$ cat src/rtl/rr_grant_pkg.sv
// rr_grant_pkg: shared constants and FSM state type for the round-robin grant index generator.
// Revision: 1.0
`default_nettype none

package rr_grant_pkg;

  localparam int N_REQ = 8;
  localparam int IDX_W = $clog2(N_REQ);

  typedef enum logic [0:0] {
    IDLE  = 1'b0,
    OFFER = 1'b1
  } state_e;

endpackage : rr_grant_pkg

`default_nettype wire

$ cat src/rtl/rr_pick.sv
// rr_pick: combinational round-robin search; first set request at or after start, wrapping.
// Revision: 1.0
`default_nettype none

module rr_pick
  import rr_grant_pkg::*;
(
  input  logic [N_REQ-1:0] req_i,
  input  logic [IDX_W-1:0] start_i,
  output logic             found_o,
  output logic [IDX_W-1:0] idx_o
);

  logic [2*N_REQ-1:0] dbl;
  logic [N_REQ-1:0]   rot;
  logic [IDX_W-1:0]   off;

  // Doubling the vector turns the rotate into a plain shift; bit 0 of rot is channel start_i.
  assign dbl = {req_i, req_i} >> start_i;
  assign rot = dbl[N_REQ-1:0];

  always_comb begin
    off     = '0;
    found_o = 1'b0;
    for (int i = N_REQ - 1; i >= 0; i--) begin
      if (rot[i]) begin
        off     = IDX_W'(i);
        found_o = 1'b1;
      end
    end
  end

  // IDX_W-bit addition wraps modulo N_REQ because N_REQ is a power of two.
  assign idx_o = start_i + off;

endmodule : rr_pick

`default_nettype wire

$ cat src/rtl/rr_grant_index_gen.sv
// rr_grant_index_gen: round-robin arbiter presenting a stable registered 3-bit grant index with valid/ready.
// Revision: 1.0
`default_nettype none

module rr_grant_index_gen
  import rr_grant_pkg::*;
#(
  parameter int CNT_W = 16
) (
  input  logic             clk,
  input  logic             rst_n,
  input  logic             clr,
  input  logic [N_REQ-1:0] req,
  output logic [IDX_W-1:0] grant_idx,
  output logic             grant_vld,
  input  logic             grant_rdy,
  output logic [CNT_W-1:0] grant_cnt,
  output logic             busy
);

  state_e           state_q, state_d;
  logic [IDX_W-1:0] ptr_q, ptr_d;
  logic [IDX_W-1:0] idx_q, idx_d;
  logic [CNT_W-1:0] cnt_q, cnt_d;

  logic [IDX_W-1:0] pick_start;
  logic             pick_found;
  logic [IDX_W-1:0] pick_idx;

  // While offering, the only search that matters is the handshake re-arbitration,
  // which starts just past the current winner (the value ptr is about to take).
  assign pick_start = (state_q == OFFER) ? (idx_q + IDX_W'(1)) : ptr_q;

  rr_pick u_pick (
    .req_i   (req),
    .start_i (pick_start),
    .found_o (pick_found),
    .idx_o   (pick_idx)
  );

  always_comb begin
    state_d = state_q;
    ptr_d   = ptr_q;
    idx_d   = idx_q;
    cnt_d   = cnt_q;

    if (clr) begin
      state_d = IDLE;
      ptr_d   = '0;
    end else begin
      case (state_q)
        IDLE: begin
          if (pick_found) begin
            idx_d   = pick_idx;
            state_d = OFFER;
          end
        end
        OFFER: begin
          if (grant_rdy) begin
            ptr_d = idx_q + IDX_W'(1);
            if (!(&cnt_q)) begin
              cnt_d = cnt_q + CNT_W'(1);
            end
            if (pick_found) begin
              idx_d = pick_idx;
            end else begin
              state_d = IDLE;
            end
          end
        end
        default: state_d = IDLE;
      endcase
    end
  end

  always_ff @(posedge clk or negedge rst_n) begin
    if (!rst_n) begin
      state_q <= IDLE;
      ptr_q   <= '0;
      idx_q   <= '0;
      cnt_q   <= '0;
    end else begin
      state_q <= state_d;
      ptr_q   <= ptr_d;
      idx_q   <= idx_d;
      cnt_q   <= cnt_d;
    end
  end

  // Valid is the state bit itself, so busy and grant_vld can never disagree.
  assign grant_vld = (state_q == OFFER);
  assign busy      = (state_q == OFFER);
  assign grant_idx = idx_q;
  assign grant_cnt = cnt_q;

endmodule : rr_grant_index_gen

`default_nettype wire

$ cat config.mk
export PLATFORM = sky130hd
export DESIGN_NAME = rr_grant_index_gen
export DESIGN_NICKNAME = d
export VERILOG_FILES = /design/src/rtl/rr_grant_pkg.sv /design/src/rtl/rr_pick.sv /design/src/rtl/rr_grant_index_gen.sv
export SDC_FILE = /design/constraint.sdc
export NUM_CORES = 1
export LEC_CHECK = 0
export BUFFER_PORTS_ARGS = -buffer_cell sky130_fd_sc_hd__clkbuf_2
export CELL_PAD_IN_SITES_DETAIL_PLACEMENT = 0
export CELL_PAD_IN_SITES_GLOBAL_PLACEMENT = 1
export CORE_MARGIN = 3
export CORE_UTILIZATION = 41
export DETAILED_ROUTE_END_ITERATION = 10
export MAX_ROUTING_LAYER = met4
export PLACE_DENSITY_LB_ADDON = 0.05
export SLEW_MARGIN = 25
export SYNTH_ARGS = -nofsm -noshare
export SYNTH_HDL_FRONTEND = slang
export SYNTH_SLANG_ARGS = --single-unit
$ cat constraint.sdc
create_clock -name clk -period 3.65 [get_ports clk]
set_clock_uncertainty 0.1 [all_clocks]
set_input_delay 0.1825 -clock clk [delete_from_list [all_inputs] [get_ports clk]]
set_output_delay 0.1825 -clock clk [all_outputs]
set_load 0.1 [all_outputs]
==> impl_metrics.json <==
{
  "status": "completed",
  "grt_pass1_wl_um": 5200,
  "finalHoldViolations": 0,
  "synth_nets": 156,
  "dp_hpwl_um": 2330,
  "place.gp.congestion": 0.856,
  "synth_edf_count": 0,
  "synth_area_leaders": "dfrtp_1, mux2i_1, xnor2_1",
  "dp_cells": 217,
  "maxSlewViolCount": 0,
  "synth_xor_xnor_area_share": 0.100,
  "cts_sinks": 23,
  "h-tree-depth": 1,
  "fp.dieH_um": 66.1,
  "synthMostInstantiatedCell": "mux2i_1",
  "yosysWarnings": 0,
  "antenna_left": 0,
  "synth-simple-area-share": 0.179,
  "cts-root-buf": "clkbuf_4",
  "initial_core_util": 0.434,
  "synth_top_family_by_area": "multiplexers",
  "r2r_end": "grant_idx[2]",
  "portBuffers": 32,
  "ios": 33,
  "grt_pass1_vias": 1112,
  "drive_gt1_frac": 0.366,
  "synthMuxAreaShare": 0.212,
  "core_area_sq_um": 3420,
  "wire_per_inst_um": 13.4,
  "drt-initial-drc-count": 41,
  "num_rows": 21,
  "synth_top_cell_by_area": "dfrtp_1",
  "instances_no_fill": 229,
  "drtPass1Iterations": 4,
  "slew_headroom": 0.464,
  "grt_usage": 0.155,
  "worst_pin_slew_ns": 0.793,
  "antenna_found_initial": 0,
  "drv_cap": 0,
  "synthArstFlopShare": 1.00,
  "vias": 1146,
  "critPathArrivalTime_ns": 3.51,
  "die_x_um": 66.1,
  "clk_pin_slew_ns": 0.13,
  "min_to": "ptr_q[1]",
  "area_growth_syn_to_layout_pct": 24.6,
  "yosys_register_bits": 23,
  "syn_inst": 140,
  "path_max_fanout": 5,
  "drt_drc_violations_left": 0,
  "cp-end-kind": "flop",
  "min_from": "grant_rdy",
  "min_period_over_period": 0.934,
  "start_kind": "flop",
  "synth_compound_area_frac": 0.0515,
  "hold_path_depth": 3,
  "reg2reg_depth": 17,
  "p_leak_nw": 0.909,
  "synth_common_cells": "mux2i_1, dfrtp_1, nand2_1, nor2_1, xnor2_1",
  "path_class": "reg2reg",
  "required_ns": 3.75,
  "hold_ws_ns": 0.0408,
  "cts_buffers": 3,
  "post_drt_via_cell_ratio": 5.00,
  "syn_area_sq_um": 1480,
  "ys_seq_area_frac": 0.388,
  "r2r_start": "grant_idx[0]",
  "grt_remaining_overflow": 0,
  "reg2reg_setup_slack_ns": 0.24,
  "cts_buffer_depth": 2,
  "die_area_sq_um": 4370,
  "synth_area_per_cell_sq_um": 10.6,
  "synth_top_area_share": 0.388,
  "fin_crit_ns": 3.41,
  "diodes": 0,
  "finalSetupViolCount": 0,
  "wl_um": 3070,
  "cellPowerDensity_nw_per_um2": 824,
  "irDropWorstVdd_v": 0.000564,
  "grt_max_degree": 24,
  "max_clock_freq_mhz": 293,
  "synth_cell_types": 37,
  "synthAdderAreaFrac": 0.0388,
  "hold_class": "in2reg",
  "fin_nets": 200,
  "clk_latency_ns": 0.31,
  "ys.flop_type": "dfrtp_1",
  "cts_tree": "done"
}
## final cells by class
type	instances	area, sq um
well taps	46	57.6
flip-flops and latches	23	579
repair buffers	43	255
multi-input cells	109	915
fillers	340	1570
inverters	4	15.0
clock buffers	4	26.3
## where the power goes
| part | switching [mW] | internal [mW] | total (mW) |
|---|---|---|---|
| clock | 0.0752 | 0.0426 | 0.118 |
| combinational | 0.656 | 0.380 | 1.04 |
| sequential | 0.0624 | 0.306 | 0.369 |
| total | 0.794 | 0.729 | 1.52 |
## how the worst max path moves through the flow
stage	startpoint	end
after floorplan	busy	grant_idx[2]
after global placement	busy	grant_idx[2]
after detailed placement	grant_idx[0]	grant_idx[2]
after CTS	grant_idx[0]	grant_idx[2]
after global routing	grant_idx[0]	grant_idx[2]
final	grant_idx[0]	grant_idx[2]
## timing repair
action,in CTS,in global routing
endpoints found under the setup margin,0,1
setup buffers,0,6
hold endpoints to repair,23,0
gates resized for setup,0,11
hold buffers,1,0
## worst max-delay path, stage by stage, from the launching register on
cell      delay [ns]
dfrtp_2         0.47
ha_1            0.24
xnor2_2         0.18
nand2_1         0.06
o21ai_0         0.11
buf_4           0.21
buf_4           0.12
mux2i_2         0.23
mux2i_1         0.14
or2b_1          0.25
a31oi_1         0.17
ha_1            0.16
inv_1           0.05
fa_2            0.35
xnor2_2         0.15
nor2_1          0.06
a22oi_1         0.14
o211ai_1        0.11
## routing by layer
| metal | up-vias | part of all wire | GRT usage |
|---|---|---|---|
| met5 | - | 0 | - |
| met4 | 0 | 0.0062 | 0.0305 |
| met3 | 2 | 0.039 | 0.0306 |
| met2 | 28 | 0.43 | 0.238 |
| met1 | 530 | 0.52 | 0.214 |
| li1 | 586 | - | - |
## cells in the final DEF (no fill, tap or decap), types with 2 or more instances in the layout
| master | count |
|---|---|
| inv_1 | 4 |
| clkbuf_4 | 3 |
| nor3_1 | 3 |
| mux2i_4 | 2 |
| nand3_1 | 4 |
| nand2_1 | 11 |
| nand2b_1 | 2 |
| mux2i_1 | 17 |
| clkbuf_2 | 32 |
| xor2_1 | 7 |
| dfrtp_2 | 3 |
| a21oi_1 | 3 |
| nand4_1 | 7 |
| nor2_1 | 10 |
| mux2_2 | 2 |
| dfrtp_1 | 20 |
| xnor2_2 | 2 |
| and3_1 | 3 |
| ha_1 | 3 |
| xnor2_1 | 8 |
| buf_4 | 8 |
| a31oi_1 | 2 |
| mux2i_2 | 7 |
## state kept, by name, summed over array words and instances, names as in the netlist
name and count:
busy 1, grant_cnt 16, grant_idx 3, ptr_q 3
## stage by stage
step | TNS [ns] | total power [mW] | instance area (sq um) | setup slack (ns) | utilization
2_1_floorplan | 0 | 1.13 | 1500 | 0.00849 | -
4_1_cts | 0 | 1.42 | 1740 | 0.127 | 0.510
3_3_place_gp | 0 | 1.29 | 1710 | 0.213 | 0.499
5_1_grt | -0.0321 | 1.63 | 1850 | -0.0321 | 0.541
6_report | 0 | 1.52 | 1850 | 0.241 | 0.541
3_5_place_dp | 0 | 1.30 | 1710 | 0.154 | 0.499
## logic make-up after synthesis
kind of cell               count (synthesis)
muxes                                     29
DFF                                       23
AOI/OAI and AO/OA                         11
and+or+nand+nor                           48
buffers and inverters                      8
xor gates and xnor gates                  17
adders and majority gates                  4
Power figures use the tool's default switching activity.
